==> src/rtl/branch_pkg.sv <==
// Shared definitions for the branch resolver and branch history table:
// branch-type encodings, 2-bit counter type/constants and the counter update rule.
package branch_pkg;

  typedef enum logic [2:0] {
    BR_NONE = 3'b000,
    BR_JAL  = 3'b001,
    BR_JALR = 3'b010,
    BR_EQ   = 3'b100,
    BR_NE   = 3'b101,
    BR_LT   = 3'b110,
    BR_GE   = 3'b111
  } branch_e;

  typedef logic [1:0] cnt_t;

  localparam cnt_t CNT_SNT = 2'd0;
  localparam cnt_t CNT_WNT = 2'd1;
  localparam cnt_t CNT_WT  = 2'd2;
  localparam cnt_t CNT_ST  = 2'd3;

  function automatic cnt_t cnt_next(input cnt_t cnt, input logic up);
    if (up) return (cnt == CNT_ST)  ? CNT_ST  : cnt_t'(cnt + 2'd1);
    else    return (cnt == CNT_SNT) ? CNT_SNT : cnt_t'(cnt - 2'd1);
  endfunction

endpackage

==> src/rtl/branch_resolve.sv <==
// Combinational RV32I branch/jump condition decoder producing the next-PC selects.
module branch_resolve
  import branch_pkg::*;
(
  input  logic [2:0] branch,
  input  logic       zero,
  input  logic       less,
  output logic       pcAsrc,
  output logic       pcBsrc
);

  // NOTE: every output gets a default before the case, so codes that match no
  // arm (e.g. 3'b011) still drive a value and no latch is inferred.
  always_comb begin
    pcAsrc = 1'b0;
    pcBsrc = 1'b0;
    case (branch)
      BR_JAL:  pcAsrc = 1'b1;
      BR_JALR: begin
        pcAsrc = 1'b1;
        pcBsrc = 1'b1;
      end
      BR_EQ:   pcAsrc = zero;
      BR_NE:   pcAsrc = !zero;
      BR_LT:   pcAsrc = less;
      BR_GE:   pcAsrc = !less;
      default: ;
    endcase
  end

endmodule

==> src/rtl/branch_predict.sv <==
// Branch resolver plus PC-indexed table of 2-bit saturating counters with a
// registered mispredict pulse. Define BRANCH_PREDICT_STATS_EN to add br_count/miss_count.
module branch_predict
  import branch_pkg::*;
#(
  parameter int   XLEN     = 32,
  parameter int   IDX_W    = 6,
  parameter cnt_t INIT_CNT = CNT_WNT
) (
  input  logic            clk,
  input  logic            rst,
  input  logic [XLEN-1:0] fetch_pc,
  output logic            pred_taken,
  input  logic            ex_valid,
  input  logic [XLEN-1:0] ex_pc,
  input  logic [2:0]      branch,
  input  logic            zero,
  input  logic            less,
  input  logic            ex_pred_taken,
  output logic            pcAsrc,
  output logic            pcBsrc,
  output logic            mispredict,
  output logic            mispredict_taken
`ifdef BRANCH_PREDICT_STATS_EN
  ,
  output logic [31:0]     br_count,
  output logic [31:0]     miss_count
`endif
);

  localparam int DEPTH = 1 << IDX_W;

  cnt_t             bht [DEPTH];
  logic [IDX_W-1:0] fetch_idx;
  logic [IDX_W-1:0] ex_idx;
  logic             cond;
  logic             taken;
  logic             miss_next;

  branch_resolve u_resolve (
    .branch (branch),
    .zero   (zero),
    .less   (less),
    .pcAsrc (pcAsrc),
    .pcBsrc (pcBsrc)
  );

  assign fetch_idx  = fetch_pc[IDX_W+1:2];
  assign ex_idx     = ex_pc[IDX_W+1:2];
  assign pred_taken = bht[fetch_idx][1];

  assign cond      = ex_valid & branch[2];
  assign taken     = pcAsrc;
  assign miss_next = cond & (taken != ex_pred_taken);

  // Tag bits and byte offset do not take part in indexing.
  logic unused_pc_bits;
  assign unused_pc_bits = ^{fetch_pc[XLEN-1:IDX_W+2], fetch_pc[1:0],
                            ex_pc[XLEN-1:IDX_W+2], ex_pc[1:0]};

  // NOTE: the table is a flop array rather than a RAM precisely so that every
  // entry can be forced to INIT_CNT by the asynchronous reset.
  always_ff @(posedge clk or posedge rst) begin
    if (rst) begin
      for (int i = 0; i < DEPTH; i++) bht[i] <= INIT_CNT;
      mispredict       <= 1'b0;
      mispredict_taken <= 1'b0;
    end else begin
      if (cond) bht[ex_idx] <= cnt_next(bht[ex_idx], taken);
      mispredict       <= miss_next;
      mispredict_taken <= miss_next & taken;
    end
  end

`ifdef BRANCH_PREDICT_STATS_EN
  always_ff @(posedge clk or posedge rst) begin
    if (rst) begin
      br_count   <= '0;
      miss_count <= '0;
    end else begin
      if (cond)      br_count   <= br_count + 32'd1;
      if (miss_next) miss_count <= miss_count + 32'd1;
    end
  end
`endif

endmodule

==> config.mk <==
export PLATFORM = sky130hd
export DESIGN_NAME = branch_predict
export DESIGN_NICKNAME = d
export VERILOG_FILES = /design/src/rtl/branch_pkg.sv /design/src/rtl/branch_resolve.sv /design/src/rtl/branch_predict.sv
export SDC_FILE = /design/constraint.sdc
export NUM_CORES = 1
export LEC_CHECK = 0
export BUFFER_PORTS_ARGS = -buffer_cell sky130_fd_sc_hd__buf_2
export CAP_MARGIN = 5
export CORE_ASPECT_RATIO = 1.2
export CORE_MARGIN = 2
export CORE_UTILIZATION = 51
export DETAILED_ROUTE_END_ITERATION = 12
export MAX_ROUTING_LAYER = met4
export PLACE_DENSITY = 0.69
export SYNTH_ARGS = -nofsm -noshare
export SYNTH_HDL_FRONTEND = slang
export SYNTH_HIERARCHICAL = 1
export SYNTH_SLANG_ARGS = --single-unit
==> constraint.sdc <==
create_clock -name clk -period 4.3 [get_ports clk]
set_input_delay 0 -clock clk [delete_from_list [all_inputs] [get_ports clk]]
set_output_delay 0 -clock clk [all_outputs]
set_load 0.03 [all_outputs]
; ---- Word level (Yosys, flattened, before mapping)
; Cells that the tools add are included.
[word_totals]
input_bits = 73
ff_bits = 130
wordCells = 104
output_inout_bits = 5
[classes]
magnitude_cmp = 3
muxes = 15
bitwise_logic = 5
n_eq_ne = 8
n_addsub = 2
n_reduce_logical = 5
[ops]
columns = operator, count
row1 = $bwmux 128, 1
row2 = $bmux 2 s6, 2
row3 = $mux 2, 9
row4 = $ge 7x7->1 const B, 2
row5 = $not 6->7, 2
row6 = $demux 2 s6, 1
row7 = $eq 3x3->1 const B, 4
row8 = $lt 7x1->1 const B, 1
row9 = $pmux 1 s5, 1
row10 = $and 1x1->1, 3
row11 = $eq 3x1->1 const B, 1
row12 = $eq 3x2->1 const B, 1
row13 = $add 2x1->2 const B, 1
row14 = $eq 2x2->1 const B, 1
row15 = $logic_not 1->1, 2
row16 = $logic_not 2->1, 1
row17 = $reduce_or 2->1, 1
row18 = $sub 2x1->2 const B, 1
row19 = $logic_and 1x1->1, 1
row20 = $mux 1, 1
row21 = $ne 1x1->1, 1

; ---- Logic depth before layout (Yosys ltp)
; Gate-level depths: netlist of the first run.
[depth]
ltp_word = 9
depth_mapped = 11

; ---- Hierarchy
; Netlist of the first run, hierarchy kept.
[modules_own_cells]
columns = mod, area_each_um2, cells_per_inst, n_inst
row1 = branch_predict, 6851.6, 671, 1
row2 = branch_resolve, 31.3, 5, 1

; ---- Worst setup path after synthesis of the first run
; Ideal clock, no wire load.
[synth_path]
kind = input-to-output
from = in fetch_pc[2]
to = out pred_taken
path_buffers = 2
slack_ns = 1.980
t_arrival_ns = 2.320
required_ns = 4.300
stages = 5
path_cell_list = buf_2 buf_1 mux4_2 mux4_2 mux4_2
[synth_via]
elab_chain_len = 4
[synth_lines]
columns = item, line_no
row1 = from (decl), branch_predict.sv:12  ; input logic [XLEN-1:0] fetch_pc,
row2 = $not 6->7 (not written as such), branch_predict.sv:50  ; assign pred_taken = bht[fetch_idx][1];
row3 = $bmux 2 s6, branch_predict.sv:50
row4 = $mux 2 (not written as such) (2 in series), branch_predict.sv:50
row5 = to (decl), branch_predict.sv:13  ; output logic pred_taken,
; Every way passes these cells. The select of a mux whose other input is x is not followed.

; ---- Worst setup path after layout of the first run
[layout_path]
from = reg bht[121] (netlist name)
to = reg bht[81] (netlist name)
[layout_via]
elab_chain_len = 8
elab_cells_between_ends = 12
cone_classes = 2 x add/sub / 1 x eq/ne / 8 x mux / 1 x reduce/logical
[layout_lines]
columns = item, line_no
row1 = from (decl), branch_predict.sv:33  ; cnt_t bht [DEPTH];
row2 = "from (signal, indexed assignment)", branch_predict.sv:69  ; if (cond) bht[ex_idx] <= cnt_next(bht[ex_idx], taken);
row3 = $bmux 2 s6 *, branch_predict.sv:69
row4 = $mux 2 (not written as such) * (2 in series), branch_predict.sv:69
row5 = "$sub 2x1->2, or another cell as far along", branch_pkg.sv:24  ; else return (cnt == CNT_SNT) ? CNT_SNT : cnt_t'(cnt - 2'd1);
row6 = "$mux 2, on equally long branches", "branch_pkg.sv:24, branch_pkg.sv:23"
row7 = $mux 2 *, branch_pkg.sv:23  ; if (up) return (cnt == CNT_ST) ? CNT_ST : cnt_t'(cnt + 2'd1);
row8 = $mux 2 *, branch_predict.sv:69
row9 = $bwmux 128 *, branch_predict.sv:69
; Mark *: on every way between the ends. The rest lies on a longest branch, timed or not. The select of a mux whose other input is x is not followed.
; A chain may end at the register's enable or synchronous reset.

==> results.cfg, run 1 <==
[synthesis]
synth_area_leaders = dfstp_2, dfrtp_1, nand2_1, mux4_2, o21ai_1
synth_cell_types = 57
ys_seq_elements = 130
synth_most_common_cell = nand2_1
yosysWarnings = 6
yosys.area.top_type = dfstp_2
synth_ff_type = dfrtp_1
synth-seq-area-share_pct = 48.4
syn_area_um2 = 6880
async_reset_ff_share_pct = 100
syn-num-nets = 749
netlist_instances = 676
synth_edf_count = 0
synth_common_cells = nand2_1, o21ai_1, dfrtp_1
synth_top_area_share_pct = 24.4
synth.avg_cell_area_um2 = 10.2

[grt]
antenna_found_initial = 0
first_global_vias = 5369
grt-ovfl-total = 0
grt_usage_pct = 27.7
grt_pass1_wl_mm = 29.1
grt_max_degree = 65

[job]
drv_cap = 0

[timing]
final.period_utilization_pct = 68.0
skew_ns = 0.00903
layout_min_cycle_time_ns = 2.93
maxSlewViolCount = 0
hold_viol = 0
worstMarginPinSlew_ns = 1.23
max-slew-margin-rel_pct = 17.5
setup_violations = 0
fin_tns_setup_ns = 0
rsz0062_at_grt = false
fmax_mhz = 342

[placed_design]
io_buffers = 25
finalWeightedCongestion = 0.907
dp_cells = 842
dpl.hpwl_mm = 11.9

[cts]
tritoncts = yes
clkSinkCount = 130
cts_made_buffers = 17
path_clk_slew_ns = 0.05
clock-root-buffer = clkbuf_16
clock_path_buffers = 2
clock_latency_ns = 0.42
htreeDepth = 4

[power]
p_per_area_nw_per_um2 = 437
ir_worst_vdd_mv = 0.316
leakagePower_nw = 3.09

[detailed_routing]
drc = 0
drt-total-wl_mm = 18.2
vias = 5383
detail-route-antenna-nets = 0
firstDrtPassIters = 5
drtIter0Drc = 437
avgViaCountPerCell = 6.13
wl_per_cell_um = 20.7

[critical_path]
criticalPathCategory = reg2reg
end_kind = register
critPathLaunchType = register
arrival_ns = 3.18
path_max_fanout = 64
reg2reg_depth = 7
crit_required_ns = 4.56

[die]
die_h_um = 131
die_x_um = 110
dieArea_um2 = 14400
io_pins = 78
initial_core_util_pct = 52.2
core-area_um2 = 13200
rows = 46

[cells_and_area]
final_cells = 878
antennaDiodeCount = 0
syn_to_final_growth_pct = 12.1
fin_nets = 771
drive_gt1_share_pct = 25.8

[status]
outcome = finished clean

[worst_hold_path]
hold_path.class = in2reg
holdPathStages = 4
-- cells by family (layout without fill, tap and decap cells) --
group / count (synthesis) / in the layout / share of synthesized area (%)
AO/OA/AOI/OAI: 176 / 176 / 15.2
XOR/XNOR: 2 / 2 / 0.255
adder cells (fa/ha/maj): 2 / 2 / 0.400
buffers and inverters: 52 / 86 / 4.54
flip-flops: 130 / 130 / 48.4
multiplexers: 62 / 62 / 15.3
AND/OR/NAND/NOR: 252 / 252 / 15.9
-- sequential cells by signal, summed over array words and instances, names as in the netlist --
signal / cells
mispredict_taken: 1
bht: 128
mispredict: 1
-- cell type report --
type | instances | area [um^2]
Fill cell | 1094 | 5460
Tap cell | 168 | 210
Clock buffer | 21 | 460
Clock inverter | 10 | 159
Multi-Input combinational cell | 494 | 3240
Sequential cell | 130 | 3330
Inverter | 13 | 51.3
Timing Repair Buffer | 42 | 265
-- layer usage --
layer / routed length, um / global-route usage (%) / vias to the layer above
met5: 0 / - / -
met4: 768 / 12.0 / 0
met3: 1140 / 5.21 / 57
met2: 8950 / 42.8 / 233
met1: 7310 / 35.6 / 2619
li1: - / - / 2474
-- layout by cell type, fill, tap and decap left out, types with 3 or more instances in the layout --
cell type	instances
inv_1	11
dlygate4sd3_1	5
o22ai_1	5
a211oi_1	3
clkbuf_16	17
nand3b_1	3
nand2b_1	3
nand3_1	8
buf_4	12
clkinv_2	3
nor3b_1	7
nor3_1	3
o21ai_0	32
and3_1	7
o21ai_1	93
a221oi_1	9
buf_2	25
mux2i_4	3
nand2_1	193
dfrtp_1	66
o21ai_2	7
a21oi_1	6
nor2b_1	6
mux4_2	31
mux2_2	4
mux2i_1	23
nor2_1	12
bufinv_16	4
dfstp_2	64
-- final timing paths --
check	from	to	slack (ns)
min in group asynchronous	rst	bht[99]	0.11
max in group asynchronous	rst	mispredict	3.15
setup reg to reg	bht[121]	bht[81]	1.37
setup / recovery	bht[121]	bht[81]	1.37
hold / removal	branch[0]	mispredict	0.02
hold reg to reg	bht[104]	bht[104]	0.46
-- metrics by stage --
step	utilization, %	total power [W]	instance area, um^2	setup slack, ns	hold WS, ns
4_1_cts	58.5	0.00338	7720	1.36	0.00609
2_1_floorplan	-	0.00176	6880	0.937	0.0708
5_1_grt	58.5	0.00349	7720	1.23	0.0620
6_report	58.5	0.00337	7720	1.37	0.0212
3_5_place_dp	53.5	0.00187	7050	1.01	0.00532
3_3_place_gp	53.5	0.00185	7050	1.08	0.0000991
-- worst max-delay path, stage by stage, from the launching register on --
cell,delay [ns]
dfrtp_1,0.39
mux4_2,0.47
o21ai_0,0.25
a21oi_1,0.12
a211o_1,0.28
nor4b_4,0.27
maj3_4,0.72
o21ai_0,0.22
-- report_power, final --
part / internal [W] / switching (W) / total, W
sequential: 0.00137 / 0.0000627 / 0.00143
clock: 0.000994 / 0.000520 / 0.00151
combinational: 0.000156 / 0.000269 / 0.000425
-- timing repair --
action                                 in CTS  in global routing
endpoints found under the hold margin      28                  0
hold buffers                                5                  0
buffers inserted                            0                  0
gates resized for setup                     0                  0
Note: power is estimated with default switching activity, not from simulation.
==> run 2: changes to the inputs <==
--- a/config.mk
+++ b/config.mk
@@ -12,7 +12,7 @@
 export CORE_UTILIZATION = 51
 export DETAILED_ROUTE_END_ITERATION = 12
 export MAX_ROUTING_LAYER = met4
-export PLACE_DENSITY = 0.69
+export PLACE_DENSITY = 0.72
 export SYNTH_ARGS = -nofsm -noshare
 export SYNTH_HDL_FRONTEND = slang
 export SYNTH_HIERARCHICAL = 1
==> constraint.sdc (replaced) <==
create_clock -name clk -period 2.5 [get_ports clk]
set_input_delay 0 -clock clk [delete_from_list [all_inputs] [get_ports clk]]
set_output_delay 0 -clock clk [all_outputs]
set_load 0.03 [all_outputs]
==> results.cfg, run 2 (synthesized netlist as in run 1, its figures left out) <==
[status]
outcome = finished, violations left
violations = negative setup slack

[critical_path]
r2r_start = bht[112]
arrival_ns = 2.51
r2r_end = bht[93]
crit_required_ns = 2.50
crit_start = bht[41]
reg2reg_depth = 9
path_max_fanout = 2
r2r_slack_ns = 0
end_kind = primary output
critPathLaunchType = register
criticalPathCategory = reg2out
critical_path.endpoint = pred_taken

[timing]
skew_ns = 0.00652
finalWorstSetupSlack_ns = -0.00621
rsz0062_at_grt = true
maxSlewViolCount = 0
fmax_mhz = 399
final.period_utilization_pct = 100
layout_min_cycle_time_ns = 2.51
max-slew-margin-rel_pct = 62.5
worstMarginPinSlew_ns = 0.560
fin_tns_setup_ns = -0.0101
setup_violations = 2
hold_viol = 0

[cells_and_area]
antennaDiodeCount = 0
final_cells = 931
largest_register_ffs = 128
fillers = 996
fin_nets = 823
multi_input_area_um2 = 3420
reg.largest.list = bht (128), mispredict (1), mispredict_taken (1)
regMostFlops = bht
drive_gt1_share_pct = 37.2
mostFrequentLayoutCells = nand2_1, dfrtp_1, dfstp_2
syn_to_final_growth_pct = 24.9
register_area_um2 = 3330
final_common_cell = nand2_1

[cts]
clock-root-buffer = clkbuf_16
cts_made_buffers = 17
clock_latency_ns = 0.43
clkSinkCount = 130
clock_path_buffers = 2
htreeDepth = 4
tritoncts = yes
path_clk_slew_ns = 0.06

[job]
drv_cap = 0

[power]
ir_worst_vdd_mv = 0.482
p_per_area_nw_per_um2 = 723
leakagePower_nw = 3.56

[detailed_routing]
firstDrtPassIters = 5
avgViaCountPerCell = 6.22
drtIter0Drc = 574
vias = 5795
detail-route-antenna-nets = 0
drt-total-wl_mm = 20.5
drc = 0
wl_per_cell_um = 22.1

[die]
core-area_um2 = 13200
die_x_um = 110
die_h_um = 131
io_pins = 78
rows = 46
initial_core_util_pct = 52.2
dieArea_um2 = 14400

[grt]
antenna_found_initial = 0
grt_max_degree = 63
first_global_vias = 5764
grt_usage_pct = 29.5
grt-ovfl-total = 0
grt_pass1_wl_mm = 30.8

[placed_design]
io_buffers = 25
dp_cells = 882
dpl.hpwl_mm = 13.6
finalWeightedCongestion = 0.958

[worst_hold_path]
hold_path.class = in2reg
==> run 2: changes by cell type in the layout (fill, tap and decap cells not counted), moves of 3 or more <==
cell       delta
nand2_2       +3
clkbuf_8      +3
o21ai_0       -5
buf_4        +31
clkbuf_16     +5
o21ai_2      +38
nand2_1       -4
buf_6         +3
o21ai_1      -34
buf_12       +14
==> run 2: worst min path at each step <==
stage                       start                to  slack (ns)  cells after the start
floorplan           ex_pred_taken  mispredict_taken        0.07                      1
global placement              rst        mispredict        0.07                      2
detailed placement            rst  mispredict_taken        0.07                      2
CTS                     branch[0]        mispredict        0.05                      4
global route            branch[0]        mispredict        0.09                      4
finish                  branch[0]        mispredict        0.04                      4
==> run 2: critical path, stage by stage (launching register included) <==
cell	delay (ns)
dfrtp_1	0.40
mux4_2	0.49
mux4_2	0.51
mux4_2	0.52
buf_6	0.16
==> run 2: repair_timing <==
| action | in CTS | in global routing |
|---|---|---|
| buffers inserted | 2 | 4 |
| resized for setup | 3 | 55 |
| hold buffers | 5 | 0 |
| cloned | 0 | 6 |
| pin swaps | 0 | 20 |
| endpoints found under the hold margin | 23 | 0 |
| setup endpoints to repair | 2 | 93 |
==> run 2: final cells by class <==
cell class                 count  share of cell area [%]
multi-input combinational    494                    39.8
sequential                   130                    38.8
timing repair buffer          94                    10.8
clock buffer                  23                    5.79
tap                          168                    2.44
clock inverter                 9                    1.75
inverter                      13                   0.611
==> run 2: stage by stage <==
step,hold WS (ns),total power (W),worst slack (ns),cell area [um^2],util [%]
2_1_floorplan,0.0708,0.00303,0.180,6890,-
4_1_cts,0.0457,0.00605,0.00674,8220,62.4
6_report,0.0446,0.00622,-0.00621,8600,65.2
3_5_place_dp,0.0735,0.00332,-0.166,7500,56.9
5_1_grt,0.0899,0.00643,-0.0477,8600,65.2
3_3_place_gp,0.0665,0.00329,-0.0648,7500,56.9
==> run 2: layer usage <==
layer	track usage (%)	wire length (um)	vias up
li1	-	-	2575
met3	7.59	1710	81
met5	-	0	-
met4	14.8	959	0
met1	37.0	7810	2848
met2	44.0	10100	291
==> run 2: power breakdown <==
part / switching (W) / internal [W] / total [W] / leakage [nW]
combinational: 0.000574 / 0.000456 / 0.00103 / 1.67
clock: 0.000925 / 0.00180 / 0.00272 / 0.315
sequential: 0.000112 / 0.00236 / 0.00247 / 1.57
==> run 3: changes to the inputs <==
--- a/config.mk
+++ b/config.mk
@@ -5,6 +5,7 @@
 export SDC_FILE = /design/constraint.sdc
 export NUM_CORES = 1
 export LEC_CHECK = 0
+export ABC_AREA = 1
 export BUFFER_PORTS_ARGS = -buffer_cell sky130_fd_sc_hd__buf_2
 export CAP_MARGIN = 5
 export CORE_ASPECT_RATIO = 1.2
@@ -12,7 +13,7 @@
 export CORE_UTILIZATION = 51
 export DETAILED_ROUTE_END_ITERATION = 12
 export MAX_ROUTING_LAYER = met4
-export PLACE_DENSITY = 0.72
+export PLACE_DENSITY = 0.71
 export SYNTH_ARGS = -nofsm -noshare
 export SYNTH_HDL_FRONTEND = slang
 export SYNTH_HIERARCHICAL = 1
==> constraint.sdc (replaced) <==
create_clock -name clk -period 2.5 [get_ports clk]
set_input_delay 0 -clock clk [delete_from_list [all_inputs] [get_ports clk]]
set_output_delay 0 -clock clk [all_outputs]
set_load 0.05 [all_outputs]
==> results.cfg, run 3 <==
[status]
outcome = finished clean

[power]
p_per_area_nw_per_um2 = 623
ir_worst_vdd_mv = 0.451
leakagePower_nw = 4.52

[die]
dieArea_um2 = 16600
die_x_um = 118
initial_core_util_pct = 52.6
io_pins = 78
die_h_um = 141
core-area_um2 = 15100
rows = 49

[synthesis]
synth_common_cells = nand2_1, inv_1, nor2_1
synth_top_area_share_pct = 29.8
synth-seq-area-share_pct = 42.0
synth_edf_count = 0
yosysWarnings = 6
synth.avg_cell_area_um2 = 6.39
synth_area_leaders = nand2_1, dfstp_2, dfrtp_1, inv_1, nand3_1
yosys.area.top_type = nand2_1
synth_ff_type = dfrtp_1
synth_cell_types = 30
syn_area_um2 = 7930
syn-num-nets = 1314
netlist_instances = 1241
async_reset_ff_share_pct = 100
synth_most_common_cell = nand2_1
ys_seq_elements = 130

[cts]
post_cts_resized = 0
path_clk_slew_ns = 0.06
htreeDepth = 4
hold_buffers = 2
tritoncts = yes
clkSinkCount = 130
cts_setup_buffers = 0
clock_latency_ns = 0.43
clock-root-buffer = clkbuf_16
cts_made_buffers = 17
clock_path_buffers = 2

[timing]
setup_violations = 0
layout_min_cycle_time_ns = 2.09
fin_tns_setup_ns = 0
final.period_utilization_pct = 83.5
max-slew-margin-rel_pct = 52.9
hold_viol = 0
fmax_mhz = 479
skew_ns = 0.00786
worstMarginPinSlew_ns = 0.707
maxSlewViolCount = 0
rsz0062_at_grt = false

[grt]
grt-ovfl-total = 0
first_global_vias = 7084
grt_pass1_wl_mm = 37.3
grt_usage_pct = 29.9
antenna_found_initial = 0
grt_max_degree = 131

[detailed_routing]
drc = 0
avgViaCountPerCell = 5.31
wl_per_cell_um = 15.9
detail-route-antenna-nets = 0
vias = 7809
drt-total-wl_mm = 23.4
firstDrtPassIters = 5
drtIter0Drc = 789

[placed_design]
finalWeightedCongestion = 1.02
dp_cells = 1438
io_buffers = 25
dpl.hpwl_mm = 15.3

[critical_path]
r2r_slack_ns = 0.51
critPathLaunchType = register
criticalPathCategory = reg2out
end_kind = primary output
crit_required_ns = 2.50
arrival_ns = 2.09
path_max_fanout = 2

[cells_and_area]
largest_register_ffs = 128
final_cells = 1472
regMostFlops = bht
fillers = 1506
fin_nets = 1328
syn_to_final_growth_pct = 11.7
register_area_um2 = 3330
mostFrequentLayoutCells = nand2_1, inv_1, nor2_1
drive_gt1_share_pct = 11.9
final_common_cell = nand2_1
reg.largest.list = bht (128), mispredict (1), mispredict_taken (1)
antennaDiodeCount = 0
multi_input_area_um2 = 3830

[job]
drv_cap = 0

[worst_hold_path]
hold_path.class = in2reg
[run 3: worst paths after layout]
path                           from         end  cells after the start
setup / recovery            bht[45]  pred_taken                      9
hold / removal             ex_valid  mispredict                      4
setup reg to reg            bht[43]    bht[123]                     12
hold reg to reg             bht[96]     bht[96]                      2
max in group asynchronous       rst     bht[69]                      4
min in group asynchronous       rst     bht[17]                      4
[run 3: logic make-up (layout without fill, tap and decap cells)]
| family | Yosys count | in the layout | synth area share (%) |
|---|---|---|---|
| simple gates | 850 | 850 | 42.5 |
| buf+inv | 183 | 210 | 9.73 |
| flops | 130 | 130 | 42.0 |
| compound gates | 77 | 77 | 5.68 |
| xor+xnor | 1 | 1 | 0.110 |
[run 3: power by group]
group | internal (W) | switching, W | total, W
clock network | 0.00136 | 0.000928 | 0.00229
logic | 0.000253 | 0.000610 | 0.000863
registers | 0.00230 | 0.0000678 | 0.00237
[run 3: worst max-delay path, cell delays in order (launching register included)]
cell	delay [ns]
dfrtp_1	0.38
inv_1	0.09
a21oi_1	0.07
o21ai_0	0.11
o21ai_0	0.21
o211ai_1	0.27
nand3_1	0.10
nand3_1	0.09
o21ai_0	0.11
buf_2	0.23
[run 3: metrics by stage]
step / hold WS, ns / worst slack [ns] / total power (W) / utilization, % / cell area [um^2]
after floorplan: 0.0735 / 0.562 / 0.00296 / - / 7940
after global placement: 0.188 / 0.458 / 0.00324 / 55.1 / 8310
after detailed placement: 0.196 / 0.449 / 0.00325 / 55.1 / 8310
after CTS: 0.135 / 0.441 / 0.00552 / 58.7 / 8860
after global routing: 0.156 / 0.307 / 0.00571 / 58.7 / 8860
final: 0.124 / 0.414 / 0.00552 / 58.7 / 8860
[run 3: layer usage]
layer	vias up	GRT usage, %	share of wire [%]
met3	59	5.14	6.4
li1	3834	-	-
met5	-	-	0
met4	0	13.1	3.1
met2	282	46.8	46
met1	3634	38.6	44
[run 3: final cells by class]
cell class	instances	area share, %
multi-input combinational	928	43.3
sequential	130	37.6
clock buffer	26	5.64
inverter	127	5.42
timing repair buffer	51	4.80
tap	204	2.88
clock inverter	6	0.367
